File: config.mk
export PLATFORM = sky130hd
export DESIGN_NAME = egg_timer_ctrl
export DESIGN_NICKNAME = d
export VERILOG_FILES = /design/src/rtl/egg_timer_pkg.sv /design/src/rtl/rise_edge_detect.sv /design/src/rtl/egg_timer_ctrl.sv
export SDC_FILE = /design/constraint.sdc
export NUM_CORES = 1
export LEC_CHECK = 0
export BUFFER_PORTS_ARGS = -buffer_cell sky130_fd_sc_hd__buf_4
export CORE_UTILIZATION = 52
export DETAILED_ROUTE_END_ITERATION = 10
export GPL_ROUTABILITY_DRIVEN = 0
export PLACE_DENSITY = 0.76
export SYNTH_ARGS = -nofsm -noshare
export SYNTH_HDL_FRONTEND = slang
export SYNTH_SLANG_ARGS = --single-unit
export TNS_END_PERCENT = 5
File: constraint.sdc
create_clock -name clk_i -period 2.13 [get_ports clk_i]
set_input_delay 0.639 -clock clk_i [delete_from_list [all_inputs] [get_ports clk_i]]
set_output_delay 0.639 -clock clk_i [all_outputs]
set_load 0.05 [all_outputs]
File: src/rtl/egg_timer_pkg.sv
// Shared definitions for the egg timer countdown controller:
// FSM state encodings and seconds-field constants.
package egg_timer_pkg;

  typedef enum logic [1:0] {
    ST_IDLE  = 2'd0,
    ST_RUN   = 2'd1,
    ST_PAUSE = 2'd2,
    ST_ALARM = 2'd3
  } state_e;

  localparam int                   SEC_WIDTH = 6;
  localparam logic [SEC_WIDTH-1:0] SEC_MAX   = 6'd59;

endpackage

File: src/rtl/rise_edge_detect.sv
// One-cycle strobe on each rising edge of a level input that is already
// synchronous to clk_i. Used for the 1 Hz second clock and reusable for buttons.
module rise_edge_detect (
  input  logic clk_i,
  input  logic reset_i,
  input  logic d_i,
  output logic pulse_o
);

  logic d_q;

  // Remember the previous level; cleared on reset so a high input right
  // after reset counts as an edge.
  always_ff @(posedge clk_i) begin
    if (reset_i) d_q <= 1'b0;
    else         d_q <= d_i;
  end

  assign pulse_o = d_i & ~d_q;

endmodule

File: src/rtl/egg_timer_ctrl.sv
// Egg timer countdown controller: minutes:seconds countdown driven by the
// 1 Hz square wave, with set/start/pause/clear buttons and an alarm at 0:00.
// Optional feature macro: ALARM_AUTO_CLEAR_EN -- when defined, the alarm
// returns to IDLE on its own after ALARM_SECONDS seconds.
//
// state    | meaning
// ---------+-----------------------------------------------------------
// ST_IDLE  | time editable with inc_min/inc_sec, start_stop launches run
// ST_RUN   | time decrements on each second tick
// ST_PAUSE | time held, start_stop resumes
// ST_ALARM | time at 0:00, start_stop reloads the preset and returns
module egg_timer_ctrl
  import egg_timer_pkg::*;
#(
`ifdef ALARM_AUTO_CLEAR_EN
  parameter int ALARM_SECONDS = 10,
`endif
  parameter int MAX_MINUTES = 99,
  localparam int MIN_WIDTH  = $clog2(MAX_MINUTES + 1)
) (
  input  logic                 clk_i,
  input  logic                 reset_i,
  input  logic                 sec_clk_i,
  input  logic                 start_stop_i,
  input  logic                 clear_i,
  input  logic                 inc_min_i,
  input  logic                 inc_sec_i,
  output logic [MIN_WIDTH-1:0] minutes_o,
  output logic [SEC_WIDTH-1:0] seconds_o,
  output logic                 running_o,
  output logic                 alarm_o,
  output logic [1:0]           state_o
);

  localparam logic [MIN_WIDTH-1:0] MIN_MAX = MIN_WIDTH'(MAX_MINUTES);

  logic tick;

  state_e               state_q, state_d;
  logic [MIN_WIDTH-1:0] min_q, min_d, pmin_q, pmin_d, dec_min;
  logic [SEC_WIDTH-1:0] sec_q, sec_d, psec_q, psec_d, dec_sec;
  logic                 running_q, alarm_q;
  logic                 time_zero, dec_zero;

`ifdef ALARM_AUTO_CLEAR_EN
  localparam int ACNT_W = $clog2(ALARM_SECONDS + 1);
  logic [ACNT_W-1:0] acnt_q, acnt_d, acnt_inc;
`endif

  rise_edge_detect u_sec_edge (
    .clk_i   (clk_i),
    .reset_i (reset_i),
    .d_i     (sec_clk_i),
    .pulse_o (tick)
  );

  // State, time, preset and registered status outputs.
  always_ff @(posedge clk_i) begin
    if (reset_i) begin
      state_q   <= ST_IDLE;
      min_q     <= '0;
      sec_q     <= '0;
      pmin_q    <= '0;
      psec_q    <= '0;
      running_q <= 1'b0;
      alarm_q   <= 1'b0;
`ifdef ALARM_AUTO_CLEAR_EN
      acnt_q    <= '0;
`endif
    end else begin
      state_q   <= state_d;
      min_q     <= min_d;
      sec_q     <= sec_d;
      pmin_q    <= pmin_d;
      psec_q    <= psec_d;
      running_q <= (state_d == ST_RUN);
      alarm_q   <= (state_d == ST_ALARM);
`ifdef ALARM_AUTO_CLEAR_EN
      acnt_q    <= acnt_d;
`endif
    end
  end

  // Next state and time; clear beats tick beats start_stop beats the inc buttons.
  always_comb begin
    state_d = state_q;
    min_d   = min_q;
    sec_d   = sec_q;
    pmin_d  = pmin_q;
    psec_d  = psec_q;
    dec_min = min_q;
    dec_sec = sec_q;
`ifdef ALARM_AUTO_CLEAR_EN
    acnt_d   = acnt_q;
    acnt_inc = acnt_q + ACNT_W'(1);
`endif

    if (sec_q != '0) begin
      dec_sec = sec_q - SEC_WIDTH'(1);
    end else begin
      dec_min = min_q - MIN_WIDTH'(1);
      dec_sec = SEC_MAX;
    end
    dec_zero  = (dec_min == '0) && (dec_sec == '0);
    time_zero = (min_q == '0) && (sec_q == '0);

    if (clear_i) begin
      state_d = ST_IDLE;
      min_d   = '0;
      sec_d   = '0;
    end else begin
      case (state_q)
        ST_IDLE: begin
          if (start_stop_i) begin
            // Starting from 0:00 would alarm immediately, so it is ignored.
            if (!time_zero) begin
              pmin_d  = min_q;
              psec_d  = sec_q;
              state_d = ST_RUN;
            end
          end else begin
            if (inc_min_i) min_d = (min_q == MIN_MAX) ? '0 : min_q + MIN_WIDTH'(1);
            if (inc_sec_i) sec_d = (sec_q == SEC_MAX) ? '0 : sec_q + SEC_WIDTH'(1);
          end
        end
        ST_RUN: begin
          if (tick) begin
            min_d = dec_min;
            sec_d = dec_sec;
            // Reaching 0:00 wins over a simultaneous pause request.
            if (dec_zero) begin
              state_d = ST_ALARM;
`ifdef ALARM_AUTO_CLEAR_EN
              acnt_d  = '0;
`endif
            end else if (start_stop_i) begin
              state_d = ST_PAUSE;
            end
          end else if (start_stop_i) begin
            state_d = ST_PAUSE;
          end
        end
        ST_PAUSE: begin
          if (start_stop_i) state_d = ST_RUN;
        end
        ST_ALARM: begin
`ifdef ALARM_AUTO_CLEAR_EN
          if (start_stop_i || (tick && (acnt_inc == ACNT_W'(ALARM_SECONDS)))) begin
            state_d = ST_IDLE;
            min_d   = pmin_q;
            sec_d   = psec_q;
          end else if (tick) begin
            acnt_d = acnt_inc;
          end
`else
          if (start_stop_i) begin
            state_d = ST_IDLE;
            min_d   = pmin_q;
            sec_d   = psec_q;
          end
`endif
        end
        default: state_d = ST_IDLE;
      endcase
    end
  end

  assign minutes_o = min_q;
  assign seconds_o = sec_q;
  assign running_o = running_q;
  assign alarm_o   = alarm_q;
  assign state_o   = state_q;

endmodule

==> flow_metrics.tcl, run 1 <==
set metrics [dict create \
    status "finished clean" \
    synth_top_area_cell "dfxtp_1" \
    cts_root_buf "clkbuf_8" \
    worst_path_max_delay_cell "dfxtp_1" \
    ys_ff_latch 31 \
    ys_types 56 \
    synthCells 257 \
    dp_hpwl_mm 3.94 \
    worstPathRequired_ns 1.49 \
    netlist.area_leader.share_pct 30.0 \
    syn_area_sq_mm 0.00207 \
    design_area_sq_mm 0.00249 \
    setup_viol 0 \
    synth_ff_type "dfxtp_1" \
    synth_edf_count 0 \
    worst_slew_pin_slew_ns 0.537 \
    maxCapViolCount 0 \
    initial_utilization_pct 55.3 \
    grt_use_total_pct 29.0 \
    area_growth_pct 20.0 \
    die_x_microns 65.1 \
    synth_fp_nets 270 \
    post-cts-setup-buffers 0 \
    nNetsFinal 304 \
    totalPowerFinal_w 0.00131 \
    drcViolationCount 0 \
    die-area_sq_mm 0.00424 \
    hold_viol 0 \
    p_per_area_mw_per_mm2 526 \
    path_common_cell "buf_4" \
    syn_area_per_cell_sq_um 8.06 \
    max-clock-path-buffers 2 \
    io_buffers 23 \
    synth_area_leaders "dfxtp_1 (30%), mux2i_1 (7.2%), nor2_1 (4.9%)" \
    rsz0062_at_grt "no" \
    fillers 343 \
    synthArstFlopShare_pct 0 \
    dr.pass1.iters 4 \
    wl_per_cell_microns 16.3 \
    antenna_cells 0 \
    htreeDepth 2 \
    ctsHoldBuffers 0 \
    drive_above_1_share_pct 23.1 \
    cp_data_arrival_time_ns 1.38 \
    dieHeight_microns 65.1 \
    clkSinkCount 31 \
    globalRouteOverflowTotal 0 \
    fmax_ghz 0.495 \
    finalWirelength_mm 5.52 \
    post-route-period-util_pct 94.9 \
    postLayoutCoreUtil_pct 66.4 \
    clk_pin_slew_ns 0.06 \
    tritoncts "built" \
    drt_iter0_markers 145 \
    cp_max_fo 24 \
    crit_buf_inv 2 \
    clk-insertion-delay-late_ns 0.29 \
    crit_family "buffers and inverters" \
    slew_headroom_pct 63.7 \
    fin_crit_ns 2.02 \
    antenna_found_initial 0 \
    min_path_type "flop to flop" \
    cp-end-kind "primary output" \
    worstSetupPathType "flop to primary output" \
    seq_area_frac_synth_pct 30.0 \
    slew_violations 0 \
    cts_buffers 5 \
    grt_max_degree 25 \
    finClkSkew_ns 0.00467 \
    viasPerCell 6.15 \
    tns_ns 0 \
    num_vias 2080 \
    grt_pass1_vias 1975 \
    rows 22 \
    core_area_sq_mm 0.00374 \
    yosys_warnings 0 \
    power_leakage_nw 1.04 \
    antenna_left 0 \
    irDropWorstVdd_mv 0.366 \
    placed_area_sq_mm 0.00241 \
    crit_path_cell_trace "buf_4 -> buf_4" \
    io_pins 24 \
    cp_slowest_stage_delay_ns 0.50 \
    grt_pass1_wl_mm 9.29 \
    cp-start-kind "flop" \
    ctsResizeCount 0 \
]
layout make-up:
class	count	area, sq um	area share (%)
multi-input cells	199	1340	54.0
flip-flops and latches	31	623	25.1
repair buffers	46	358	14.4
clock buffers	6	72.6	2.92
well taps	48	60.1	2.41
inverters	8	30.0	1.21
kinds of logic after synthesis:
| logic type | after synthesis | synth area share, % |
|---|---|---|
| DFF | 31 | 30.0 |
| buffers and inverters | 27 | 5.19 |
| AOI/OAI and AO/OA | 71 | 24.8 |
| and+or+nand+nor | 101 | 26.6 |
| muxes | 15 | 7.25 |
| xor gates and xnor gates | 6 | 2.54 |
| adders and majority gates | 6 | 3.62 |
synthesized netlist by cell type, types with 2 or more instances:
cell type	instances
a211oi_1	5
a21o_1	4
a21oi_1	14
a21oi_4	2
a31oi_1	3
a41oi_1	3
a41oi_2	2
and2_1	3
and3_1	3
buf_2	2
clkbuf_1	15
dfxtp_1	31
ha_1	6
inv_1	8
mux2i_1	15
nand2_1	15
nand2b_1	5
nand3_1	13
nand4_1	3
nand4b_1	2
nor2_1	27
nor2b_1	6
nor3_1	5
nor3_2	3
nor3b_1	2
nor4b_1	2
o21a_1	2
o21ai_0	16
o311ai_0	3
o31ai_1	4
or2_2	3
or3_1	2
xnor2_1	5
cell usage in the layout, fill, tap and decap left out, types with 2 or more instances in the layout:
cell type | netlist | routed
nor3_1 | 5 | 5
a21oi_1 | 14 | 14
nor2b_1 | 6 | 6
a21o_1 | 4 | 4
xnor2_1 | 5 | 5
nor2_1 | 27 | 27
nor4b_1 | 2 | 2
nand4_1 | 3 | 3
o21ai_0 | 16 | 16
a41oi_1 | 3 | 3
or3_1 | 2 | 2
nor3b_1 | 2 | 2
or2_2 | 3 | 3
o311ai_0 | 3 | 3
buf_4 | 1 | 45
a41oi_2 | 2 | 2
and3_1 | 3 | 3
nand2_1 | 15 | 15
nand3_1 | 13 | 13
ha_1 | 6 | 6
a21oi_4 | 2 | 2
a31oi_1 | 3 | 3
dfxtp_1 | 31 | 29
mux2i_1 | 15 | 15
clkbuf_8 | 0 | 5
nor3_2 | 3 | 3
inv_1 | 8 | 8
o21a_1 | 2 | 2
nand2b_1 | 5 | 5
a211oi_1 | 5 | 5
o31ai_1 | 4 | 4
and2_1 | 3 | 3
dfxtp_2 | 0 | 2
nand4b_1 | 2 | 2
worst reg2reg max path, stage by stage (launching register included):
cell and delay, ns:
dfxtp_2 0.32, inv_1 0.08, ha_1 0.20, or3b_1 0.38, o31a_1 0.27, nor3_2 0.27
a31oi_1 0.16, o21ba_1 0.20
per-stage QoR:
step                      setup WS, ns  instances  hold slack [ns]
after CTS                       0.0880        338            0.493
after global routing           0.00993        338            0.510
final                            0.109        338            0.487
after global placement        -0.00886        332            0.467
after detailed placement       -0.0347        332            0.478
after floorplan                0.00702        257            0.455
report_power, final:
part | internal (W) | leakage (nW) | switching, W
Combinational | 0.000114 | 0.756 | 0.000164
Clock | 0.000217 | 0.0371 | 0.000209
Sequential | 0.000590 | 0.251 | 0.0000137
Total | 0.000921 | 1.04 | 0.000387
sequential cells by signal (all words and copies together), names as in the netlist:
register	cells
pmin_q	7
u_sec_edge.d_q	1
seconds_o	6
psec_q	6
state_o	2
alarm_o	1
running_o	1
minutes_o	7
metal layers:
metal / GRT usage (%) / wire length, microns / up-vias
li1: - / - / 1010
met2: 46.0 / 2600 / 77
met1: 36.8 / 2370 / 972
met4: 16.3 / 174 / 0
met5: 0 / 0 / -
met3: 5.38 / 372 / 21
worst paths after layout:
kind / from / to / slack (ns) / depth (start not counted)
setup / recovery: state_o[1] / state_o[1] / 0.11 / 2
hold / removal: pmin_q[0] / pmin_q[0] / 0.49 / 2
setup reg to reg: seconds_o[1] / running_o / 0.15 / 7
hold reg to reg: pmin_q[0] / pmin_q[0] / 0.49 / 2
(Power assumes the default switching activity.)
==> inputs of run 2 (changes only) <==
--- a/config.mk
+++ b/config.mk
@@ -6,6 +6,7 @@
 export NUM_CORES = 1
 export LEC_CHECK = 0
 export BUFFER_PORTS_ARGS = -buffer_cell sky130_fd_sc_hd__buf_4
+export CORE_MARGIN = 5
 export CORE_UTILIZATION = 52
 export DETAILED_ROUTE_END_ITERATION = 10
 export GPL_ROUTABILITY_DRIVEN = 0
==> run 2 against run 1 <==
Cell count rose by 2.4%. First-iteration DRC count rose by 60%. Sequential power barely moved. Via count rose by 3.9%. Clock power rose by 23%. Critical path type is now flop to flop. Cell area rose by 2.7%. Combinational power rose by 5%. Core utilization fell by 1.7 points. Clock-buffer cell count rose by 2. Non-clock buffer count rose by 4. Global-route usage fell by 5.2 points. Largest power group unchanged. Register-to-register slack barely moved.
==> flow_metrics.tcl, run 2 (synthesis results as in run 1) <==
set metrics [dict create \
    cp_slowest_stage_delay_ns 0.38 \
    worst_slew_pin_slew_ns 0.499 \
    clock_power_share_pct 37.0 \
    dp_hpwl_mm 4.23 \
    worstSetupPathType "flop to flop" \
    hold_viol 0 \
    dp_cells 338 \
    power_leakage_nw 1.08 \
    grt_max_degree 19 \
    busiest_layer "met2" \
    p_seq_share_pct 42.4 \
    clk_pin_slew_ns 0.07 \
    clkSinkCount 31 \
    crit_buf_inv 1 \
    setup_slack_ns 0.139 \
    htreeDepth 2 \
    crit_path_cell_trace "inv_1 -> ha_1 -> or3b_1 -> o31a_1 -> nor3_2 -> a31oi_1 -> o21ba_1" \
    antenna_left 0 \
    wl_per_cell_microns 17.4 \
    worst_path_max_delay_cell "or3b_1" \
    p_comb_share_pct 20.5 \
    max-clock-path-buffers 2 \
    drive_above_1_share_pct 25.0 \
    drt_iter0_markers 232 \
    preCtsSetupSlack_ns -0.0343 \
    io_pins 24 \
    antenna_found_initial 0 \
    num_vias 2162 \
    fmax_ghz 0.502 \
    p_per_area_mw_per_mm2 556 \
    drcViolationCount 0 \
    switching_power_w 0.000415 \
    cts_root_buf "clkbuf_8" \
    min_path_type "flop to flop" \
    dieHeight_microns 73.1 \
    cp_max_fo 3 \
    met1_usage_pct 30.4 \
    p_int_w 0.00100 \
    rows 23 \
    worstPathRequired_ns 2.31 \
    viasPerCell 6.25 \
    cp-start-kind "flop" \
    setup_viol 0 \
    clk-insertion-delay-late_ns 0.29 \
    finClkSkew_ns 0.00595 \
    rsz0062_at_grt "yes" \
    ctsResizeCount 0 \
    ctsHoldBuffers 0 \
    cp_data_arrival_time_ns 2.17 \
    cts_buffers 5 \
    die-area_sq_mm 0.00535 \
    timing.reg2reg.setup_slack_ns 0.14 \
    maxCapViolCount 0 \
    post-route-period-util_pct 93.5 \
    dr.pass1.iters 5 \
    grt_pass1_wl_mm 9.89 \
    post-cts-setup-buffers 0 \
    die_x_microns 73.1 \
    area_growth_pct 23.2 \
    crit_family "compound AO/OA/AOI/OAI gates" \
    globalRouteOverflowTotal 0 \
    cp-end-kind "flop" \
    initial_utilization_pct 52.6 \
    slew_headroom_pct 66.3 \
    tritoncts "built" \
    fin_cells 346 \
    antenna_cells 0 \
    final_common_cell "buf_4" \
    fin_crit_ns 1.99 \
    grt_use_total_pct 23.8 \
    gr-usage-met3_pct 6.20 \
    use_met2_pct 37.7 \
    io_buffers 23 \
    final_cell_mix "buf_4 (49), dfxtp_1 (29), nor2_1 (27), o21ai_0 (16)" \
    grt_pass1_vias 2050 \
    status "finished clean" \
    nNetsFinal 308 \
    slew_violations 0 \
    sw_frac_of_total_pct 29.3 \
    core_area_sq_mm 0.00394 \
    irDropWorstVdd_mv 0.319 \
    finalWirelength_mm 6.02 \
]
[run 2: cell types whose count changed in the layout (fill, tap and decap cells not counted)]
cell / before / now
nor4b_2: 0 / 1
nor4b_1: 2 / 1
buf_4: 45 / 49
clkbuf_8: 5 / 7
[run 2: path summary, 6_finish.rpt]
| path | from | end | depth (start not counted) |
|---|---|---|---|
| worst max-delay path | seconds_o[1] | running_o | 7 |
| worst min-delay path | psec_q[2] | psec_q[2] | 2 |
| worst max register to register | seconds_o[1] | running_o | 7 |
| worst min register to register | psec_q[2] | psec_q[2] | 2 |
[run 2: per-stage QoR]
| stage | utilization [%] | hold slack, ns | setup TNS (ns) | power, W | cell area, sq um |
|---|---|---|---|---|---|
| 6_report | 64.8 | 0.490 | 0 | 0.00142 | 2550 |
| 5_1_grt | 64.8 | 0.529 | -0.00512 | 0.00147 | 2550 |
| 4_1_cts | 64.6 | 0.495 | 0 | 0.00141 | 2550 |
| 3_5_place_dp | 62.1 | 0.479 | -0.0660 | 0.000898 | 2450 |
| 3_3_place_gp | 62.1 | 0.468 | -0.00736 | 0.000895 | 2450 |
| 2_1_floorplan | - | 0.455 | 0 | 0.000796 | 2070 |
[run 2: per-layer routing]
| metal | up-vias | share of wire, % | wire length [microns] |
|---|---|---|---|
| li1 | 1016 | - | - |
| met1 | 1046 | 43 | 2580 |
| met2 | 84 | 48 | 2870 |
| met3 | 16 | 7.4 | 444 |
| met4 | 0 | 2.1 | 125 |
| met5 | - | 0 | 0 |
[run 2: cell type report]
cell class	count	area, sq um
clock buffer	8	100
fill	343	1390
inverter	8	30.0
multi-input combinational	199	1350
sequential	31	623
timing repair buffer	50	388
tap	50	62.6
[run 2: power by group through the flow]
stage / clock (W) / sequential [W] / combinational [W]
floorplan: 0 / 0.000639 / 0.000157
global placement: 0 / 0.000614 / 0.000281
detailed placement: 0 / 0.000614 / 0.000284
CTS: 0.000527 / 0.000601 / 0.000286
global route: 0.000551 / 0.000603 / 0.000316
finish: 0.000526 / 0.000602 / 0.000291
[run 2: worst reg2reg max path, stage by stage, from the launching register on]
cell     delay, ns
dfxtp_2       0.32
inv_1         0.07
ha_1          0.17
or3b_1        0.38
o31a_1        0.28
nor3_2        0.27
a31oi_1       0.18
o21ba_1       0.22
